[src/rtl/demux_1bit_buffered.sv]
// 1-to-2 write-side steering block: one valid/ready input stream, two independently
// buffered output channels (2-entry FIFO each) plus per-channel delivered-word counters.

module demux_1bit_buffered_chan #(
    parameter int word_size   = 32,
    parameter int count_width = 16
) (
    input  logic                   clk,
    input  logic                   rst_n,
    input  logic                   push,
    input  logic [word_size-1:0]   push_data,
    input  logic                   pop_ready,
    output logic                   valid,
    output logic                   full,
    output logic [word_size-1:0]   data,
    output logic [count_width-1:0] count
);
    logic [1:0][word_size-1:0] mem;
    logic                      wr_ptr;
    logic                      rd_ptr;
    logic [1:0]                occ;
    logic                      pop;

    assign valid = (occ != 2'd0);
    assign full  = (occ == 2'd2);
    assign pop   = valid & pop_ready;
    assign data  = mem[rd_ptr];

    // Storage is cleared on reset so the head reads zero while empty.
    always_ff @(posedge clk) begin
        if (!rst_n) begin
            mem    <= '0;
            wr_ptr <= 1'b0;
            rd_ptr <= 1'b0;
            occ    <= 2'd0;
            count  <= '0;
        end else begin
            if (push) begin
                mem[wr_ptr] <= push_data;
                wr_ptr      <= ~wr_ptr;
            end
            if (pop) begin
                rd_ptr <= ~rd_ptr;
                count  <= count + {{(count_width-1){1'b0}}, 1'b1};
            end
            unique case ({push, pop})
                2'b10:   occ <= occ + 2'd1;
                2'b01:   occ <= occ - 2'd1;
                default: occ <= occ;
            endcase
        end
    end
endmodule

module demux_1bit_buffered #(
    parameter int word_size   = 32,
    parameter int count_width = 16
) (
    input  logic                   clk,
    input  logic                   rst_n,
    input  logic                   in_valid,
    output logic                   in_ready,
    input  logic                   in_select,
    input  logic [word_size-1:0]   in_data,
    output logic                   out_valid0,
    input  logic                   out_ready0,
    output logic [word_size-1:0]   out_data0,
    output logic                   out_valid1,
    input  logic                   out_ready1,
    output logic [word_size-1:0]   out_data1,
    output logic [count_width-1:0] count0,
    output logic [count_width-1:0] count1
);
    localparam int NUM_CH = 2;

    logic [NUM_CH-1:0]                  ch_push;
    logic [NUM_CH-1:0]                  ch_ready;
    logic [NUM_CH-1:0]                  ch_valid;
    logic [NUM_CH-1:0]                  ch_full;
    logic [NUM_CH-1:0][word_size-1:0]   ch_data;
    logic [NUM_CH-1:0][count_width-1:0] ch_count;

    // in_ready looks only at registered fullness, never at the consumers' ready.
    assign in_ready = ~ch_full[in_select];
    assign ch_ready = {out_ready1, out_ready0};

    genvar k;
    generate
        for (k = 0; k < NUM_CH; k++) begin : g_ch
            assign ch_push[k] = in_valid & in_ready & (in_select == k[0]);

            demux_1bit_buffered_chan #(
                .word_size   (word_size),
                .count_width (count_width)
            ) u_chan (
                .clk       (clk),
                .rst_n     (rst_n),
                .push      (ch_push[k]),
                .push_data (in_data),
                .pop_ready (ch_ready[k]),
                .valid     (ch_valid[k]),
                .full      (ch_full[k]),
                .data      (ch_data[k]),
                .count     (ch_count[k])
            );
        end
    endgenerate

    assign out_valid0 = ch_valid[0];
    assign out_valid1 = ch_valid[1];
    assign out_data0  = ch_data[0];
    assign out_data1  = ch_data[1];
    assign count0     = ch_count[0];
    assign count1     = ch_count[1];
endmodule

[config.mk]
export PLATFORM = sky130hd
export DESIGN_NAME = demux_1bit_buffered
export DESIGN_NICKNAME = d
export VERILOG_FILES = /design/src/rtl/demux_1bit_buffered.sv
export SDC_FILE = /design/constraint.sdc
export NUM_CORES = 1
export LEC_CHECK = 0
export ABC_AREA = 1
export BUFFER_PORTS_ARGS = -buffer_cell sky130_fd_sc_hd__buf_2
export CAP_MARGIN = 40
export CORE_AREA = 4 4 166 120
export DETAILED_ROUTE_END_ITERATION = 16
export DIE_AREA = 0 0 170 124
export PLACE_DENSITY = 0.59
export SLEW_MARGIN = 20
export SYNTH_ARGS = -nofsm -noshare
export SYNTH_HDL_FRONTEND = slang
export SYNTH_SLANG_ARGS = --single-unit
export TNS_END_PERCENT = 10
[constraint.sdc]
create_clock -name clk -period 1.55 [get_ports clk]
set_clock_uncertainty 0.05 [all_clocks]
set_input_delay 0.155 -clock clk [delete_from_list [all_inputs] [get_ports clk]]
set_output_delay 0.155 -clock clk [all_outputs]
set_load 0.005 [all_outputs]
* Word level (Yosys, flattened, before mapping)
Index checks and enable logic that the tools add are counted.
Operators by class: add/subtract/negate cells 6, multipliers 0, divide/modulo/power cells 0, $lt $le $gt $ge 7, equality and inequality tests 6, shift-type cells 0, mux-type cells 14, bitwise gates (word level) 11, reduce and logical (&&, ||, !) cells 6
Operators by type and width (number):
- $mux 32 | 6
- $bwmux 64 | 2
- $demux 32 s1 | 2
- $add 16x1->16 const B | 2
- $lt 1x2->1 const B | 5
- $eq 2x2->1 const B | 4
- $pmux 2 s2 | 2
- $reduce_bool 2->1 | 4
- $not 1->1 | 6
- $and 1x1->1 | 5
- $add 2x1->2 const B | 2
- $eq 2x1->1 const B | 2
- $sub 2x1->2 const B | 2
- $ge 1x1->1 const B | 2
- $logic_and 1x1->1 | 2
- $mux 1 | 2
Word-level totals: register bits 168, bits in latches 0, memory bits (writable) 0, memory bits (read-only) 0, bits of input ports 38, output and inout bits 99, word-level logic and storage cells 62, memories kept 0

* Longest topological paths before layout
depth after elaboration 8, depth in mapped cells 9, mapped depth without buffers 9

* Cells and area by module
Synthesis repeated with hierarchy kept, for this count alone.
Unflattened totals: cell total of the unflattened synthesis 1059, area total of the unflattened synthesis 7143.1 µm²
Modules (own cells, without submodules):
- demux_1bit_buffered_chan at g_ch[1].u_chan | instances 1, cells each 530, area each 3580.9 µm², sequential area each 1681.6 µm²
- demux_1bit_buffered_chan at g_ch[0].u_chan | instances 1, cells each 520, area each 3523.4 µm², sequential area each 1681.6 µm²
- demux_1bit_buffered | instances 1, cells each 9, area each 38.8 µm², sequential area each 0.0 µm²

* Worst setup path after synthesis
No wires, ideal clock.
kind register to register, start point reg g_ch[0].u_chan.occ[0], end point reg g_ch[0].u_chan.occ[1], setup time 122 ps, arrival 1497 ps, data required time 1378 ps, slack -119 ps, cell stages (with the launch flop) 9, path buffers 2, period minus slack after synthesis 1669 ps, cells stage by stage dfxtp_1 buf_4 o211ai_4 buf_2 ha_1 a21oi_1 o21ai_0 o21ai_0 a21oi_1
On the way: longest elaborated chain between the ends 8, elaborated cells on any way between the ends 14, those cells by class 2 x add/sub; 3 x eq/ne; 3 x mux; 4 x bitwise; 2 x reduce/logical
RTL lines:
- start: declaration | line 21 | logic [1:0] occ;
- start signal: assignment | line 47 | 2'b10: occ <= occ + 2'd1;
- start signal: assignment | line 48 | 2'b01: occ <= occ - 2'd1;
- $eq 2x2->1 | line 25 | assign full = (occ == 2'd2);
- $mux 1 (not written as such) (2 in series) | line 84 | assign in_ready = ~ch_full[in_select];
- $not 1->1 | line 84
- $and 1x1->1 (2 in series) | line 90 | assign ch_push[k] = in_valid & in_ready & (in_select == k[0]);
- $eq 2x1->1 / $eq 2x2->1 (equally long branches) | line 46 | unique case ({push, pop})
- $pmux 2 s2 / $reduce_bool 2->1 (equally long branches)
Parallel ways exist; a longest one is shown, timed or not. The select of a mux whose other input is x is not followed. A chain may end at the register's enable or synchronous reset.

* Worst setup path in the final report
start point reg g_ch[1].u_chan.rd_ptr, end point out out_data1[18]
On the way: longest elaborated chain between the ends 2
RTL lines:
- start: declaration | line 20 | logic rd_ptr;
- start signal: assignment | line 43 | rd_ptr <= ~rd_ptr;
- $mux 32 (not written as such) (2 in series) | line 27 | assign data = mem[rd_ptr];
- end: declaration | line 70 | output logic [word_size-1:0] out_data1,
Every way passes these cells. The select of a mux whose other input is x is not followed.

==> impl_metrics.json <==
{
  "rows": 42,
  "n_antenna_cell": 0,
  "synth_fa_ha_area_share_pct": 0.6959,
  "clock-root-buffer": "clkbuf_16",
  "cp_num_buf_inv": 2,
  "drtIter0Drc": 366,
  "max-slew-margin-rel_pct": 74.74,
  "path_max_fanout": 11,
  "cpMaxStageDelayCell": "dfxtp_4",
  "cts.path.max_buffers": 2,
  "ios": 137,
  "vias": 6967,
  "path_class": "flip-flop to output port",
  "htreeDepth": 4,
  "finalPower_uw": 11330,
  "cp.arrival_ns": 1.35,
  "wl_per_cell_um": 14.85,
  "vdd_ir_drop_max_mv": 0.5657,
  "synth-compound-area-share_pct": 17.21,
  "power_density_mw_per_mm2": 1242,
  "synth_top_area_share_pct": 46.76,
  "fill_cells": 1834,
  "slew_violations": 0,
  "syn_area_per_cell_um2": 6.982,
  "start_kind": "flip-flop",
  "fp.coreArea_mm2": 0.01845,
  "die_x_um": 170,
  "hold_viol": 0,
  "max-cap-violations": 0,
  "failed_checks": "negative setup slack",
  "grt_pass1_wl_mm": 33.84,
  "layout-drive-gt1-share_pct": 19.65,
  "setup_viol": 1,
  "hpwl_mm": 14.33,
  "worstPathRequired_ns": 1.34,
  "grt_pass1_vias": 6372,
  "synth.area.top_cells": "dfxtp_1, o21ai_0, nand2_1",
  "synth_top_area_cell": "dfxtp_1",
  "synth_seq_cells": 168,
  "initial_core_util_pct": 38.99,
  "drc": 0,
  "cp.depth": 4,
  "fin_crit_sh_pct": 100.4,
  "port_buffers": 136,
  "drt_wl_total_mm": 21.20,
  "gp_congestion": 0.8433,
  "muxShareOfSynthArea_pct": 0,
  "antenna_found_initial": 0,
  "dieArea_mm2": 0.02108,
  "fin_setup_tns_ns": -0.005650,
  "synth_seq_area_share_pct": 46.76,
  "cts.sinks": 168,
  "netlist_instances": 1030,
  "finalWorstPathRequiredPeriod_ns": 1.556,
  "hold-path-cell-count": 3,
  "netlist-cell-type-count": 28,
  "p_leak_uw": 0.004109,
  "reg2reg_depth": 7,
  "slowest_delay_ns": 0.42,
  "insertion_delay_ns": 0.42,
  "min_path_type": "primary input to flip-flop",
  "synth_top_family_by_area": "simple AND/OR/NAND/NOR gates",
  "finalWorstSetupSlack_ns": -0.005650,
  "overflow": 0,
  "cp_top_family": "flip-flops",
  "fin_nets": 1215,
  "firstDrtPassIters": 5,
  "cts_buffers": 17,
  "grt_max_degree": 69,
  "endpoint_kind": "output port",
  "cp_cell_sequence": "buf_6 > nand2_1 > o21ai_0 > buf_2",
  "yosysWarningCount": 0,
  "cts_tree": "yes",
  "fmax_mhz": 642.8,
  "syn-cell-area_mm2": 0.007192,
  "final_antenna_net_count": 0,
  "viasPerCell": 4.879,
  "tightest_slew_ns": 0.3790,
  "die_y_um": 124,
  "synth_xor_xnor_area_share_pct": 0.3653,
  "outcome": "finished with violations",
  "rsz0062_at_grt": "true",
  "synthToLayoutAreaGrowth_pct": 26.91,
  "grtUsageTotal_pct": 20.10,
  "synth-simple-area-share_pct": 26.88,
  "synth_nets": 1072,
  "clk_pin_slew_worst_paths_ns": 0.06
}
-- power breakdown --
part	switching [uW]	total [uW]	leakage (uW)	internal (uW)
registers	195	4840	0.00137	4650
clock network	1710	4320	0.000284	2620
logic	1330	2170	0.00245	836
total	3230	11300	0.00411	8100
-- repair_timing --
| action | CTS | global route |
|---|---|---|
| pin swaps | 0 | 1 |
| endpoints found under the hold margin | 50 | 0 |
| setup buffers | 0 | 1 |
| hold buffers | 22 | 0 |
| resized for setup | 19 | 59 |
| setup endpoints to repair | 58 | 133 |
-- per-layer routing --
layer / vias up / track usage, % / part of all wire (%)
met1: 3143 / 30.94 / 52
met5: - / 0 / 0
met4: 0 / 4.289 / 0.52
met2: 194 / 28.54 / 41
met3: 9 / 4.505 / 6.4
li1: 3621 / - / -
-- synthesized netlist by cell type --
cell type / instances
buf_1: 1
clkbuf_2: 6
o21ai_0: 172
nor2_4: 3
o211ai_4: 1
nor2_2: 4
o21ai_1: 9
o21bai_1: 2
nand2_2: 2
xor2_1: 2
nand3_1: 17
nand2_1: 189
buf_4: 6
clkinv_1: 2
ha_1: 4
xnor2_1: 1
buf_2: 15
clkbuf_1: 37
inv_2: 3
and3_1: 1
inv_1: 72
nor2_1: 180
a21oi_1: 59
nand3_2: 2
nor3_1: 69
nand4_1: 2
dfxtp_1: 168
nand3b_1: 1
-- area by class of cell --
type / instances / area [um2] / share of cell area (%)
Multi-Input combinational cell: 720 / 3314 / 36.31
Tap cell: 242 / 302.8 / 3.317
Inverter: 77 / 292.8 / 3.208
Clock inverter: 8 / 120.1 / 1.316
Sequential cell: 168 / 3373 / 36.96
Clock buffer: 24 / 471.7 / 5.168
Timing Repair Buffer: 189 / 1252 / 13.72
-- sequential cells by signal (all words and copies together), names as in the netlist --
name and cells:
g_ch.u_chan.count 32, g_ch.u_chan.mem 128, g_ch.u_chan.occ 4, g_ch.u_chan.rd_ptr 2
g_ch.u_chan.wr_ptr 2
-- cell families (layout without fill, tap and decap cells) --
| kind of cell | after synthesis | count (layout) |
|---|---|---|
| AND/OR/NAND/NOR | 470 | 470 |
| XOR/XNOR | 3 | 3 |
| AO/OA/AOI/OAI | 243 | 243 |
| adder cells (fa/ha/maj) | 4 | 4 |
| buffers and inverters | 142 | 298 |
| flip-flops | 168 | 168 |
-- cell usage in the layout, fill, tap and decap left out, types with 2 or more instances in the layout --
| cell | count |
|---|---|
| nand2_1 | 184 |
| nor2_1 | 176 |
| dfxtp_1 | 162 |
| buf_2 | 135 |
| o21ai_0 | 133 |
| inv_1 | 71 |
| nor3_1 | 69 |
| a21oi_1 | 59 |
| o21ai_1 | 42 |
| dlygate4sd3_1 | 22 |
| buf_4 | 18 |
| nand3_1 | 17 |
| clkbuf_16 | 17 |
| nand2_2 | 7 |
| nor2_2 | 6 |
| o21ai_2 | 6 |
| buf_12 | 6 |
| nor2_4 | 5 |
| clkbuf_1 | 5 |
| dfxtp_2 | 5 |
| buf_6 | 5 |
| clkinv_2 | 4 |
| inv_2 | 3 |
| ha_1 | 3 |
| bufinv_16 | 3 |
| buf_8 | 3 |
| nand3_2 | 2 |
| nand4_1 | 2 |
| o21bai_1 | 2 |
| xor2_1 | 2 |
| clkbuf_8 | 2 |
| clkinvlp_4 | 2 |
-- tightest hold or removal path, delay by kind of cell --
family / cells / cell delay, ns
buffers and inverters: 1 / 0.15
and+or+nand+nor: 2 / 0.15
-- metrics by stage --
stage               hold WS, ns  cell area (um2)  cells  setup WS, ns  utilization (%)
finish                  0.02361             9128   1428     -0.005650            49.48
global route            0.01528             9128   1428      -0.08689            49.48
CTS                   0.0005419             9021   1427      -0.06230            48.91
detailed placement       0.3863             8179   1373       0.02430            44.34
global placement         0.3822             8179   1373       0.05121            44.34
floorplan                0.2399             7198   1030       0.01719                -
-- final timing paths --
path | startpoint | end | slack (ns)
worst max-delay path | g_ch[1].u_chan.rd_ptr | out_data1[18] | -0.006
worst min-delay path | in_data[20] | g_ch[1].u_chan.mem[52] | 0.02
worst max register to register | g_ch[0].u_chan.occ[1] | g_ch[0].u_chan.mem[17] | 0.06
worst min register to register | g_ch[1].u_chan.mem[5] | g_ch[1].u_chan.mem[5] | 0.39
Note: power is estimated with default switching activity, not from simulation.
